## src/rtl/l1_seq_if.sv

```systemverilog
// rtl/l1_seq_if.sv - handshake and memory-port bundle for the l1_seq layer-1 sequencer
//
// Signals
//   start, abort        : run request / cancel, driven by the controller
//   busy, done          : run status back to the controller
//   if_addr_a/b, if_q_a/b : input-feature RAM dual read port (data one cycle after address)
//   w_addr_a/b, w_q_a/b   : weight ROM dual read port (data one cycle after address)
//   l1_addr, l1_data, l1_we : result RAM write port
//
// Modports
//   slave  : the sequencer itself
//   master : the surrounding system (controller plus the memories that answer reads)
interface l1_seq_if;
   logic        start;
   logic        abort;
   logic        busy;
   logic        done;
   logic [9:0]  if_addr_a;
   logic [9:0]  if_addr_b;
   logic [7:0]  if_q_a;
   logic [7:0]  if_q_b;
   logic [13:0] w_addr_a;
   logic [13:0] w_addr_b;
   logic [7:0]  w_q_a;
   logic [7:0]  w_q_b;
   logic [4:0]  l1_addr;
   logic [7:0]  l1_data;
   logic        l1_we;

   modport slave (
      input  start, abort, if_q_a, if_q_b, w_q_a, w_q_b,
      output busy, done, if_addr_a, if_addr_b, w_addr_a, w_addr_b,
             l1_addr, l1_data, l1_we
   );

   modport master (
      output start, abort, if_q_a, if_q_b, w_q_a, w_q_b,
      input  busy, done, if_addr_a, if_addr_b, w_addr_a, w_addr_b,
             l1_addr, l1_data, l1_we
   );
endinterface

```

## src/rtl/l1_seq.sv

```systemverilog
// rtl/l1_seq.sv - layer-1 dense neuron sequencer: dual-issue MAC with ReLU-saturated byte output
//
// For each of N_HID neurons, reads N_IN feature/weight pairs two per cycle,
// accumulates feature*weight into a 26-bit signed register, then writes
// clamp(acc >>> SHIFT, 0, 255) to the L1 result RAM at the neuron index.
//
// Ports
//   ck  : clock, all state changes on the rising edge
//   rb  : asynchronous active-low reset
//   bus : l1_seq_if.slave - start/abort/busy/done, feature and weight
//         read ports, L1 result write port
module l1_seq #(
   parameter int N_IN  = 784,
   parameter int N_HID = 20,
   parameter int SHIFT = 8
) (
   input  logic    ck,
   input  logic    rb,
   l1_seq_if.slave bus
);

   localparam logic [8:0]  K_LAST = 9'(N_IN / 2 - 1);
   localparam logic [4:0]  N_LAST = 5'(N_HID - 1);
   localparam logic [13:0] N_STEP = 14'(N_IN);

   typedef enum logic [2:0] {IDLE, RUN, DRAIN, WRITE, FIN} state_t;

   state_t             state;
   state_t             state_nx;
   logic [8:0]         k;
   logic [4:0]         n;
   logic [13:0]        base;      // n*N_IN, kept incrementally to avoid a multiplier
   logic signed [25:0] acc;
   logic               vld;       // read data on the memory ports belongs to the previous issue

   logic signed [16:0] feat_a, feat_b;
   logic signed [16:0] wt_a, wt_b;
   logic signed [16:0] prod_a, prod_b;
   logic signed [25:0] acc_sum;
   logic signed [25:0] acc_sh;
   logic [7:0]         relu_q;
   logic [9:0]         pair_a, pair_b;

   // Features are unsigned bytes: zero-extend. Weights are signed: sign-extend.
   // 255 * -128 still fits the 17-bit product.
   assign feat_a = {9'd0, bus.if_q_a};
   assign feat_b = {9'd0, bus.if_q_b};
   assign wt_a   = {{9{bus.w_q_a[7]}}, bus.w_q_a};
   assign wt_b   = {{9{bus.w_q_b[7]}}, bus.w_q_b};
   assign prod_a = feat_a * wt_a;
   assign prod_b = feat_b * wt_b;
   assign acc_sum = acc + {{9{prod_a[16]}}, prod_a} + {{9{prod_b[16]}}, prod_b};

   assign pair_a = {k, 1'b0};
   assign pair_b = {k, 1'b1};

   // Non-positive sums map to 0; positive sums are scaled then clamped to a byte.
   assign acc_sh = acc >>> SHIFT;

   always_comb begin
      relu_q = 8'd0;
      if (acc > 26'sd0) begin
         if (acc_sh > 26'sd255) begin
            relu_q = 8'hFF;
         end else begin
            relu_q = acc_sh[7:0];
         end
      end
   end

   always_ff @(posedge ck or negedge rb) begin
      if (!rb) begin
         state <= IDLE;
      end else begin
         state <= state_nx;
      end
   end

   // Next state and all outputs. Outputs depend only on state/registers
   // (plus abort on l1_we), so reset drives every output to 0 immediately.
   always_comb begin
      state_nx      = state;
      bus.busy      = 1'b0;
      bus.done      = 1'b0;
      bus.l1_we     = 1'b0;
      bus.l1_addr   = 5'd0;
      bus.l1_data   = 8'd0;
      bus.if_addr_a = 10'd0;
      bus.if_addr_b = 10'd0;
      bus.w_addr_a  = 14'd0;
      bus.w_addr_b  = 14'd0;
      case (state)
         IDLE: begin
            // abort is deliberately ignored here, so start wins
            if (bus.start) begin
               state_nx = RUN;
            end
         end
         RUN: begin
            bus.busy      = 1'b1;
            bus.if_addr_a = pair_a;
            bus.if_addr_b = pair_b;
            bus.w_addr_a  = base + {4'd0, pair_a};
            bus.w_addr_b  = base + {4'd0, pair_b};
            if (bus.abort) begin
               state_nx = IDLE;
            end else if (k == K_LAST) begin
               state_nx = DRAIN;
            end
         end
         DRAIN: begin
            bus.busy = 1'b1;
            state_nx = bus.abort ? IDLE : WRITE;
         end
         WRITE: begin
            bus.busy    = 1'b1;
            bus.l1_we   = !bus.abort;
            bus.l1_addr = n;
            bus.l1_data = relu_q;
            if (bus.abort) begin
               state_nx = IDLE;
            end else if (n == N_LAST) begin
               state_nx = FIN;
            end else begin
               state_nx = RUN;
            end
         end
         FIN: begin
            bus.done = 1'b1;
            state_nx = IDLE;
         end
         default: begin
            state_nx = IDLE;
         end
      endcase
   end

   always_ff @(posedge ck or negedge rb) begin
      if (!rb) begin
         k    <= 9'd0;
         n    <= 5'd0;
         base <= 14'd0;
         acc  <= 26'sd0;
         vld  <= 1'b0;
      end else begin
         vld <= (state == RUN) && !bus.abort;
         case (state)
            IDLE: begin
               if (bus.start) begin
                  k    <= 9'd0;
                  n    <= 5'd0;
                  base <= 14'd0;
                  acc  <= 26'sd0;
               end
            end
            RUN: begin
               // k wraps harmlessly past K_LAST; WRITE clears it before reuse
               k <= k + 9'd1;
               if (vld) begin
                  acc <= acc_sum;
               end
            end
            DRAIN: begin
               if (vld) begin
                  acc <= acc_sum;
               end
            end
            WRITE: begin
               acc <= 26'sd0;
               k   <= 9'd0;
               if (n != N_LAST) begin
                  n    <= n + 5'd1;
                  base <= base + N_STEP;
               end
            end
            default: begin
            end
         endcase
      end
   end

endmodule

```

## src/flat_wrapper.sv

```systemverilog
// flat-port wrapper written by rule: the top's interface ports become plain ports
module l1_seq_flat 
#(
   parameter int N_IN  = 784,
   parameter int N_HID = 20,
   parameter int SHIFT = 8
)
  (ck, rb, bus_start, bus_abort, bus_if_q_a, bus_if_q_b, bus_w_q_a, bus_w_q_b, bus_busy, bus_done, bus_if_addr_a, bus_if_addr_b, bus_w_addr_a, bus_w_addr_b, bus_l1_addr, bus_l1_data, bus_l1_we);
  l1_seq_if bus_i ();
  input  logic ck;
  input  logic rb;
  input wire logic [$bits(bus_i.start)-1:0] bus_start;
  input wire logic [$bits(bus_i.abort)-1:0] bus_abort;
  input wire logic [$bits(bus_i.if_q_a)-1:0] bus_if_q_a;
  input wire logic [$bits(bus_i.if_q_b)-1:0] bus_if_q_b;
  input wire logic [$bits(bus_i.w_q_a)-1:0] bus_w_q_a;
  input wire logic [$bits(bus_i.w_q_b)-1:0] bus_w_q_b;
  output wire logic [$bits(bus_i.busy)-1:0] bus_busy;
  output wire logic [$bits(bus_i.done)-1:0] bus_done;
  output wire logic [$bits(bus_i.if_addr_a)-1:0] bus_if_addr_a;
  output wire logic [$bits(bus_i.if_addr_b)-1:0] bus_if_addr_b;
  output wire logic [$bits(bus_i.w_addr_a)-1:0] bus_w_addr_a;
  output wire logic [$bits(bus_i.w_addr_b)-1:0] bus_w_addr_b;
  output wire logic [$bits(bus_i.l1_addr)-1:0] bus_l1_addr;
  output wire logic [$bits(bus_i.l1_data)-1:0] bus_l1_data;
  output wire logic [$bits(bus_i.l1_we)-1:0] bus_l1_we;
  assign bus_i.start = bus_start;
  assign bus_i.abort = bus_abort;
  assign bus_i.if_q_a = bus_if_q_a;
  assign bus_i.if_q_b = bus_if_q_b;
  assign bus_i.w_q_a = bus_w_q_a;
  assign bus_i.w_q_b = bus_w_q_b;
  assign bus_busy = bus_i.busy;
  assign bus_done = bus_i.done;
  assign bus_if_addr_a = bus_i.if_addr_a;
  assign bus_if_addr_b = bus_i.if_addr_b;
  assign bus_w_addr_a = bus_i.w_addr_a;
  assign bus_w_addr_b = bus_i.w_addr_b;
  assign bus_l1_addr = bus_i.l1_addr;
  assign bus_l1_data = bus_i.l1_data;
  assign bus_l1_we = bus_i.l1_we;
  l1_seq #(.N_IN(N_IN), .N_HID(N_HID), .SHIFT(SHIFT)) u_core (.ck(ck), .rb(rb), .bus(bus_i));
endmodule
```

## config.mk

```make
export PLATFORM = sky130hd
export DESIGN_NAME = l1_seq_flat
export DESIGN_NICKNAME = d
export VERILOG_FILES = /design/src/rtl/l1_seq_if.sv /design/src/rtl/l1_seq.sv /design/src/flat_wrapper.sv
export SDC_FILE = /design/constraint.sdc
export NUM_CORES = 1
export LEC_CHECK = 0
export ABC_AREA = 1
export ABC_CLOCK_PERIOD_IN_PS = 5400
export CAP_MARGIN = 20
export CORE_MARGIN = 8
export CORE_UTILIZATION = 30
export DETAILED_ROUTE_END_ITERATION = 16
export MAX_ROUTING_LAYER = met4
export PLACE_DENSITY_LB_ADDON = 0.3
export SLEW_MARGIN = 20
export SYNTH_ARGS = -nofsm -noshare
export SYNTH_HDL_FRONTEND = slang
export SYNTH_SLANG_ARGS = --single-unit
```

## constraint.sdc

```tcl
create_clock -name ck -period 5.4 [get_ports ck]
set_input_delay 1.62 -clock ck [delete_from_list [all_inputs] [get_ports ck]]
set_output_delay 1.62 -clock ck [all_outputs]
set_load 0.02 [all_outputs]
```

Word-level counts from Yosys, hierarchy flattened
Cells that the tools add are included.

Bits in registers: 58. Output and inout bits: 64. Word-level logic and storage cells: 69.

Add/sub/neg operators: 7. $mul: 2. Order comparisons: 2. Equality and inequality tests: 11. Muxes and demuxes: 29. Reduce and logical (&&, ||, !) cells: 12.

Operators by type and width (count): case mux 26 bit (3 select lines) (1); two-way mux 14 bit (4); adder 26 bit (2); two-way mux 26 bit (2); multiplier 9 x 8 -> 17 bit (2); adder 14 x 10 -> 14 bit (2); case mux 14 bit (2 select lines) (1); case mux 9 bit (3 select lines) (1); greater-than comparator 26 x 1 -> 1 bit (second input constant) (1); two-way mux 8 bit (3); two-way mux 10 bit (2); greater-than comparator 18 x 9 -> 1 bit (second input constant) (1); two-way mux 3 bit (5); two-way mux 5 bit (3); adder 14 x 10 -> 14 bit (second input constant) (1); case mux 3 bit (4 select lines) (1); case mux 5 bit (2 select lines) (1); adder 9 x 1 -> 9 bit (second input constant) (1); equality test 9 bit (second input constant) (1); two-way mux 9 bit (1); equality test 3 x 2 -> 1 bit (second input constant) (2); AND reduction 3 bit (2); nonzero test 3 bit (2); adder 5 x 1 -> 5 bit (second input constant) (1); other kinds (16) (20).

Longest topological paths before layout
Gate-level depths: netlist (run 1).

Word-level depth: 5. Mapped depth: 33. Mapped depth without buffers: 32.

Worst setup path before layout (run 1)
OpenSTA, ideal clock, no wires.

Kind: input to register. Start point: input port bus_w_q_b[7]. End point: register u_core.acc[23]. Library setup time: 117 ps. Arrival time: 7683 ps. Required time: 5283 ps. Slack: -2400 ps. Stages: 27. Cell sequence: clkinv_1 or2_2 fa_1 fa_1 inv_1 fa_1 inv_1 fa_1 inv_1 ha_1 a21oi_1 nand2_1 nand2_1 nand2_1 a21oi_1 xor2_1 fa_1 ha_1 nand2_1 nor2_1 nand2_1 nor2_1 nand2_1 nand3_1 nand2_1 nand3_1 nand2_1.

Word-level cells in the longest chain between the ends: 4.

RTL lines: start, declared (RTL line flat_wrapper.sv:17) `input wire logic [$bits(bus_i.w_q_b)-1:0] bus_w_q_b;`; multiplier 9 x 8 -> 17 bit (RTL line l1_seq.sv:51) `assign prod_b = feat_b * wt_b;`; adder 26 bit (RTL line l1_seq.sv:52) `assign acc_sum = acc + {{9{prod_a[16]}}, prod_a} + {{9{prod_b[16]}}, prod_b};`; two-way mux 26 bit (RTL line l1_seq.sv:159, l1_seq.sv:164); case mux 26 bit (3 select lines) (RTL line l1_seq.sv:147) `case (state)`; end signal, assigned (RTL line l1_seq.sv:160) `acc <= acc_sum;`; end signal, assigned (RTL line l1_seq.sv:165) `acc <= acc_sum;`; end, declared (RTL line l1_seq.sv:33) `logic signed [25:0] acc;`.

Every way passes these cells. The select of a mux whose other input is x is not followed. A chain may end at the register's enable or synchronous reset.

Worst setup path in the final report (run 1)
Start point: input port bus_w_q_a[7]. End point: register u_core.acc[21].

Word-level cells in the longest chain between the ends: 5.

RTL lines: start, declared (RTL line flat_wrapper.sv:16) `input wire logic [$bits(bus_i.w_q_a)-1:0] bus_w_q_a;`; multiplier 9 x 8 -> 17 bit (RTL line l1_seq.sv:50) `assign prod_a = feat_a * wt_a;`; adder 26 bit (2 in series) (RTL line l1_seq.sv:52); two-way mux 26 bit (RTL line l1_seq.sv:159, l1_seq.sv:164); case mux 26 bit (3 select lines) (RTL line l1_seq.sv:147).

Every way passes these cells. The select of a mux whose other input is x is not followed.

==> results.py, run 1 <==
metrics = {
    "drt": {
        "detail_route.vias_per_cell": 4.511,
        "routed_wl_um": 29520,
        "drtAntennaViolNets": 0,
        "detail_route.drc_violations": 0,
        "first_drt_pass_iteration_count": 5,
        "drt-initial-drc-count": 410,
        "wl_per_cell_um": 13.74,
        "vias": 9689,
    },
    "place": {
        "gpl.final_weighted_congestion": 0.9096,
        "hpwlAfterDp_um": 23630,
        "numPortBuffers": 97,
        "place_ws_ps": -2174,
    },
    "sta": {
        "maxSlewHeadroom_pct": 36.44,
        "tightestPinTransition_ps": 953.4,
        "max_clock_freq_mhz": 147.9,
        "setup_repair_after_global_routing_missed_its_margin": "true",
        "final_max_slew_viol_count": 0,
        "shortest_period_the_worst_path_allows_ps": 6760,
        "timing.final.crit_share_pct": 125.2,
        "fin_ws_ps": -1360,
        "clock_skew_ps": 17.96,
        "hold_violations": 0,
        "fin_hold_ws_ps": 518.0,
        "setup_viol": 20,
    },
    "critical_path": {
        "worst-endpoint-arrival_ps": 6970,
        "startpoint_of_the_most_critical_register_to_register_path": "u_core.acc[1]",
        "critical_path.n_buffers_inverters": 6,
        "critical_path_s_slowest_cell": "sky130_fd_sc_hd__fa_1",
        "startpoint": "bus_w_q_a[7]",
        "crit_type": "in -> reg",
        "critical-path-top-delay-family": "adder cells",
        "path_max_fanout": 6,
        "critical_path_required_ps": 5610,
        "worst_setup_path_start_kind": "primary input",
        "critPathMaxStageDelay_ps": 590,
        "worst_setup_path_end_kind": "flip-flop",
    },
    "clock_network": {
        "numCtsBuffers": 5,
        "tritoncts_num_sinks": 54,
        "clkSlewWorstSetupHoldPaths_ps": 80,
        "max-clock-path-buffers": 2,
        "cts_hold_buf": 0,
        "tritoncts": "done",
        "h-tree-depth": 2,
        "ctsRootBufferMaster": "sky130_fd_sc_hd__clkbuf_16",
        "latest_clock_arrival_within_the_worst_skew_pair_ps": 330,
    },
    "global_routing": {
        "grt_antenna_before_repair": 0,
        "met3_usage_pct": 2.509,
        "grt_pass1_vias": 10030,
        "grt_pass1_wl_um": 48420,
        "grt_usage_pct": 15.37,
        "pin_count_of_the_biggest_net_entering_global_routing": 38,
        "grt_busiest_layer": "met2",
        "groute.layer.met2.usage_pct": 25.65,
        "global_route.overflow_total": 0,
        "use_met1_pct": 19.14,
    },
    "yosys": {
        "synth_top_cell_area_share_pct": 19.83,
        "synth_xor_area_share_pct": 3.209,
        "postSynth.asyncResetShare_pct": 100.0,
        "netlist_top_cells_area": "sky130_fd_sc_hd__fa_1, sky130_fd_sc_hd__ha_1, sky130_fd_sc_hd__nand2_1, sky130_fd_sc_hd__inv_1, sky130_fd_sc_hd__dfrtp_1",
        "ys_warn_count": 0,
        "synth-compound-area-share_pct": 7.001,
        "yosys.area_share.adder_pct": 34.82,
        "yosys_cell_types": 40,
        "synth_edf_count": 0,
        "synth_seq_cells": 54,
        "synth_area_leader_cell": "sky130_fd_sc_hd__fa_1",
        "post_synth.cell_area_avg_um2": 6.799,
        "synthCells": 1485,
        "post_synth_mux_area_share_pct": 0,
        "synth_seq_area_share_pct": 13.38,
        "area_share_of_and_or_nand_nor_cells_after_synthesis_pct": 25.29,
        "largest_family_of_logic_cells_by_synthesized_area": "adder cells",
        "synth_ff_type": "sky130_fd_sc_hd__dfrtp_1",
        "cell_area_after_technology_mapping_um2": 10100,
    },
    "final_layout": {
        "proportion_of_layout_cells_with_a_drive_suffix_above_1_pct": 30.71,
        "commonest_non_fill_non_tap_cell_in_the_layout": "sky130_fd_sc_hd__inv_1",
        "syn_to_final_growth_pct": 43.28,
        "antenna_cells_inserted": 0,
        "final_cell_mix": "sky130_fd_sc_hd__inv_1, sky130_fd_sc_hd__nand2_1, sky130_fd_sc_hd__buf_4",
        "finish.net_count": 1956,
    },
    "status": {
        "run_status": "complete, but fails checks",
        "failing_checks": "negative setup slack",
    },
    "hold_path": {
        "min_from": "u_core.n[0]",
        "hold_path_class": "reg -> reg",
    },
    "die": {
        "initial_core_util_pct": 30.26,
        "fp.dieW_um": 199.5,
        "die-area_um2": 39780,
        "die_y_um": 199.5,
        "rows": 67,
        "design.portCount": 100,
        "core_region_area_um2": 33360,
    },
    "job": {
        "drv.max_cap_violation_count": 0,
    },
}
-- cell usage after synthesis (2+ instances only) --
cell                        count
sky130_fd_sc_hd__a21oi_1       64
sky130_fd_sc_hd__buf_2          2
sky130_fd_sc_hd__buf_4         12
sky130_fd_sc_hd__buf_6          2
sky130_fd_sc_hd__clkbuf_1      33
sky130_fd_sc_hd__clkinv_1       4
sky130_fd_sc_hd__dfrtp_1       54
sky130_fd_sc_hd__fa_1         100
sky130_fd_sc_hd__ha_1         121
sky130_fd_sc_hd__inv_1        363
sky130_fd_sc_hd__inv_2          3
sky130_fd_sc_hd__nand2_1      384
sky130_fd_sc_hd__nand2_2        3
sky130_fd_sc_hd__nand3_1       48
sky130_fd_sc_hd__nand3b_1       4
sky130_fd_sc_hd__nand4_1       15
sky130_fd_sc_hd__nor2_1       136
sky130_fd_sc_hd__nor3_1        19
sky130_fd_sc_hd__nor4_1         2
sky130_fd_sc_hd__o2111ai_1      2
sky130_fd_sc_hd__o21a_1         3
sky130_fd_sc_hd__o21ai_0       39
sky130_fd_sc_hd__o21ai_1        2
sky130_fd_sc_hd__o21bai_1       5
sky130_fd_sc_hd__o22ai_1        9
sky130_fd_sc_hd__or2_2          7
sky130_fd_sc_hd__xnor2_1        7
sky130_fd_sc_hd__xor2_1        30
-- area by class of cell --
| class | count | area [µm²] |
|---|---|---|
| fill | 3421 | 18900 |
| multi-input combinational | 1012 | 8746 |
| timing repair buffer | 255 | 2240 |
| inverter | 371 | 1418 |
| sequential | 54 | 1351 |
| tap | 448 | 560.5 |
| clock buffer | 5 | 125.1 |
| clock inverter | 3 | 27.53 |
-- layer usage --
layer | vias up | routed length, µm
met5 | - | 0
met4 | 0 | 708
met3 | 43 | 1310
met1 | 4568 | 13300
met2 | 218 | 14200
li1 | 4860 | -
-- registers in the layout (all words and copies together), names as in the netlist --
signal	cells
u_core.acc	26
u_core.vld	1
u_core.state	3
u_core.k	9
u_core.n	5
u_core.base	10
-- through the flow --
stage	utilization (%)	cell area (µm²)	cells	setup TNS [ps]
after floorplan	-	10970	1486	-20530
final	43.36	14470	2148	-21610
after CTS	41.48	13840	2140	-21970
after detailed placement	39.34	13130	2116	-40740
after global routing	43.36	14470	2148	-25780
after global placement	39.34	13130	2116	-39720
-- path summary, 6_finish.rpt --
kind                                        to  slack [ps]  cells past startpoint
worst max-delay path            u_core.acc[21]       -1360                     27
worst min-delay path               u_core.n[0]         520                      1
worst max register to register  u_core.acc[15]        2750                     13
worst min register to register     u_core.n[0]         520                      1
max in group asynchronous        u_core.acc[8]        3100                      2
min in group asynchronous       u_core.base[8]        1450                      1
-- logic make-up after synthesis --
group                      Yosys count
and+or+nand+nor                    623
other                                1
buffers and inverters              420
DFF                                 54
AOI/OAI and AO/OA                  129
adders and majority gates          221
xor gates and xnor gates            37
-- repair_timing --
item                                    CTS  global route
buffers inserted                         19            12
resized for setup                       254           179
pin swaps                               110           114
endpoints found under the setup margin   22            21
gates cloned                              1             1
Power of run 1 is not shown: default switching activity piles up to over one toggle a cycle in this logic, so the estimate is an artifact.
==> inputs of run 2 (changes only) <==
Settings changed: DONT_BUFFER_PORTS set to 1, SETUP_SLACK_MARGIN set to 0.15.
==> results.py, run 2 (same netlist as run 1, synthesis figures left out) <==
metrics = {
    "status": {
        "run_status": "complete, but fails checks",
        "failing_checks": "negative setup slack",
    },
    "critical_path": {
        "ff2ff_setup_slack_ps": 2760,
        "critPathMaxStageDelay_ps": 530,
        "path_max_fanout": 10,
        "critical_path_s_slowest_cell": "sky130_fd_sc_hd__fa_1",
        "worst-endpoint-arrival_ps": 6660,
        "worst_setup_path_start_kind": "primary input",
        "worst_setup_path_end_kind": "flip-flop",
        "crit_type": "in -> reg",
        "critical_path_required_ps": 5610,
        "crit_top_cell": "sky130_fd_sc_hd__fa_1",
    },
    "global_routing": {
        "pin_count_of_the_biggest_net_entering_global_routing": 55,
        "grt_antenna_before_repair": 0,
        "grt_pass1_wl_um": 46450,
        "grt_pass1_vias": 9517,
        "global_route.overflow_total": 0,
        "grt_usage_pct": 14.82,
    },
    "place": {
        "cell_area_after_placement_um2": 11830,
        "numPortBuffers": 0,
        "gpl.final_weighted_congestion": 0.9109,
        "hpwlAfterDp_um": 22520,
    },
    "clock_network": {
        "h-tree-depth": 2,
        "tritoncts_num_sinks": 54,
        "clkSlewWorstSetupHoldPaths_ps": 80,
        "tritoncts": "done",
        "numCtsBuffers": 5,
        "ctsRootBufferMaster": "sky130_fd_sc_hd__clkbuf_16",
        "max-clock-path-buffers": 2,
        "latest_clock_arrival_within_the_worst_skew_pair_ps": 320,
    },
    "sta": {
        "setup_repair_after_global_routing_missed_its_margin": "true",
        "shortest_period_the_worst_path_allows_ps": 6443,
        "final.setup.tns_ps": -17200,
        "setup_viol": 19,
        "maxSlewHeadroom_pct": 43.22,
        "timing.final.crit_share_pct": 119.3,
        "fin_ws_ps": -1043,
        "max_clock_freq_mhz": 155.2,
        "tightestPinTransition_ps": 848.6,
        "hold_violations": 0,
        "clock_skew_ps": 10.34,
        "final_max_slew_viol_count": 0,
    },
    "final_layout": {
        "fin_area_um2": 12930,
        "final_cell_mix": "sky130_fd_sc_hd__inv_1, sky130_fd_sc_hd__nand2_1, sky130_fd_sc_hd__nor2_1",
        "finish.net_count": 1810,
        "area.sequential_um2": 1351,
        "commonest_non_fill_non_tap_cell_in_the_layout": "sky130_fd_sc_hd__inv_1",
        "antenna_cells_inserted": 0,
        "proportion_of_layout_cells_with_a_drive_suffix_above_1_pct": 25.10,
        "syn_to_final_growth_pct": 28.09,
        "flip_flop_count_of_the_largest_register_after_layout": 26,
        "multiInputGateArea_um2": 8497,
        "layout_top_registers": "u_core.acc x26, u_core.base x10, u_core.k x9",
        "fill_cells": 3503,
        "register_with_the_highest_flop_count": "u_core.acc",
    },
    "die": {
        "core_region_area_um2": 33360,
        "die_y_um": 199.5,
        "fp.dieW_um": 199.5,
        "rows": 67,
        "design.portCount": 100,
        "initial_core_util_pct": 30.26,
        "die-area_um2": 39780,
    },
    "drt": {
        "vias": 9081,
        "drt-initial-drc-count": 404,
        "detail_route.vias_per_cell": 4.536,
        "detail_route.drc_violations": 0,
        "drtAntennaViolNets": 0,
        "first_drt_pass_iteration_count": 4,
        "wl_per_cell_um": 13.73,
        "routed_wl_um": 27480,
    },
    "job": {
        "drv.max_cap_violation_count": 0,
    },
    "hold_path": {
        "hold_path_class": "reg -> reg",
    },
}
-- run 2: cell count changes in the layout (fill, tap and decap cells not counted), sizes merged --
cell / delta
inv: -3
clkinvlp: -1
clkbuf: -5
clkinv: +3
clkdlybuf4s50: -64
buf: -75
clkdlybuf4s15: -1
-- run 2: layer usage --
layer	GRT usage (%)	part of all wire, %	vias up
met4	2.752	1.1	0
met3	2.762	5.8	25
met5	-	0	-
met2	24.87	49	161
met1	18.60	44	4321
li1	-	-	4574
-- run 2: path summary, 6_finish.rpt --
| path | startpoint | endpoint | depth (start not counted) |
|---|---|---|---|
| worst min-delay path | u_core.n[0] | u_core.n[0] | 1 |
| min in group asynchronous | rb | u_core.k[1] | 0 |
| worst max-delay path | bus_w_q_a[7] | u_core.acc[20] | 27 |
| max in group asynchronous | rb | u_core.acc[9] | 0 |
| worst min register to register | u_core.n[0] | u_core.n[0] | 1 |
| worst max register to register | u_core.acc[1] | u_core.acc[15] | 13 |
-- run 2: final cells by class --
type / instances / area share, %
Multi-Input combinational cell: 1012 / 65.70
Inverter: 371 / 11.21
Sequential cell: 54 / 10.45
Timing Repair Buffer: 109 / 7.101
Tap cell: 448 / 4.334
Clock buffer: 6 / 1.074
Clock inverter: 2 / 0.1354
-- run 2: what timing repair did --
item	4_1_cts	5_1_grt
hold buffers	0	0
gates resized for setup	116	87
buffers inserted	9	9
cloned	1	0
endpoints found under the setup margin	20	21
pin swaps	72	83
-- run 2: critical path, delay by kind of cell --
family | cells | cell delay (ps)
buffers and inverters | 6 | 400
adder cells (fa/ha/maj) | 7 | 3070
AO/OA/AOI/OAI | 1 | 150
AND/OR/NAND/NOR | 12 | 1200
XOR/XNOR | 1 | 210
-- run 2: stage by stage --
step | cells | setup slack [ps] | util, % | hold slack, ps
after global placement | 1975 | -1603 | 35.46 | 498.0
after global routing | 2002 | -1274 | 38.76 | 531.7
after detailed placement | 1975 | -1626 | 35.46 | 497.9
after floorplan | 1486 | -1357 | - | 467.1
after CTS | 1993 | -1058 | 37.68 | 508.7
final | 2002 | -1043 | 38.76 | 508.9
Power of run 2 is left out for the same reason.
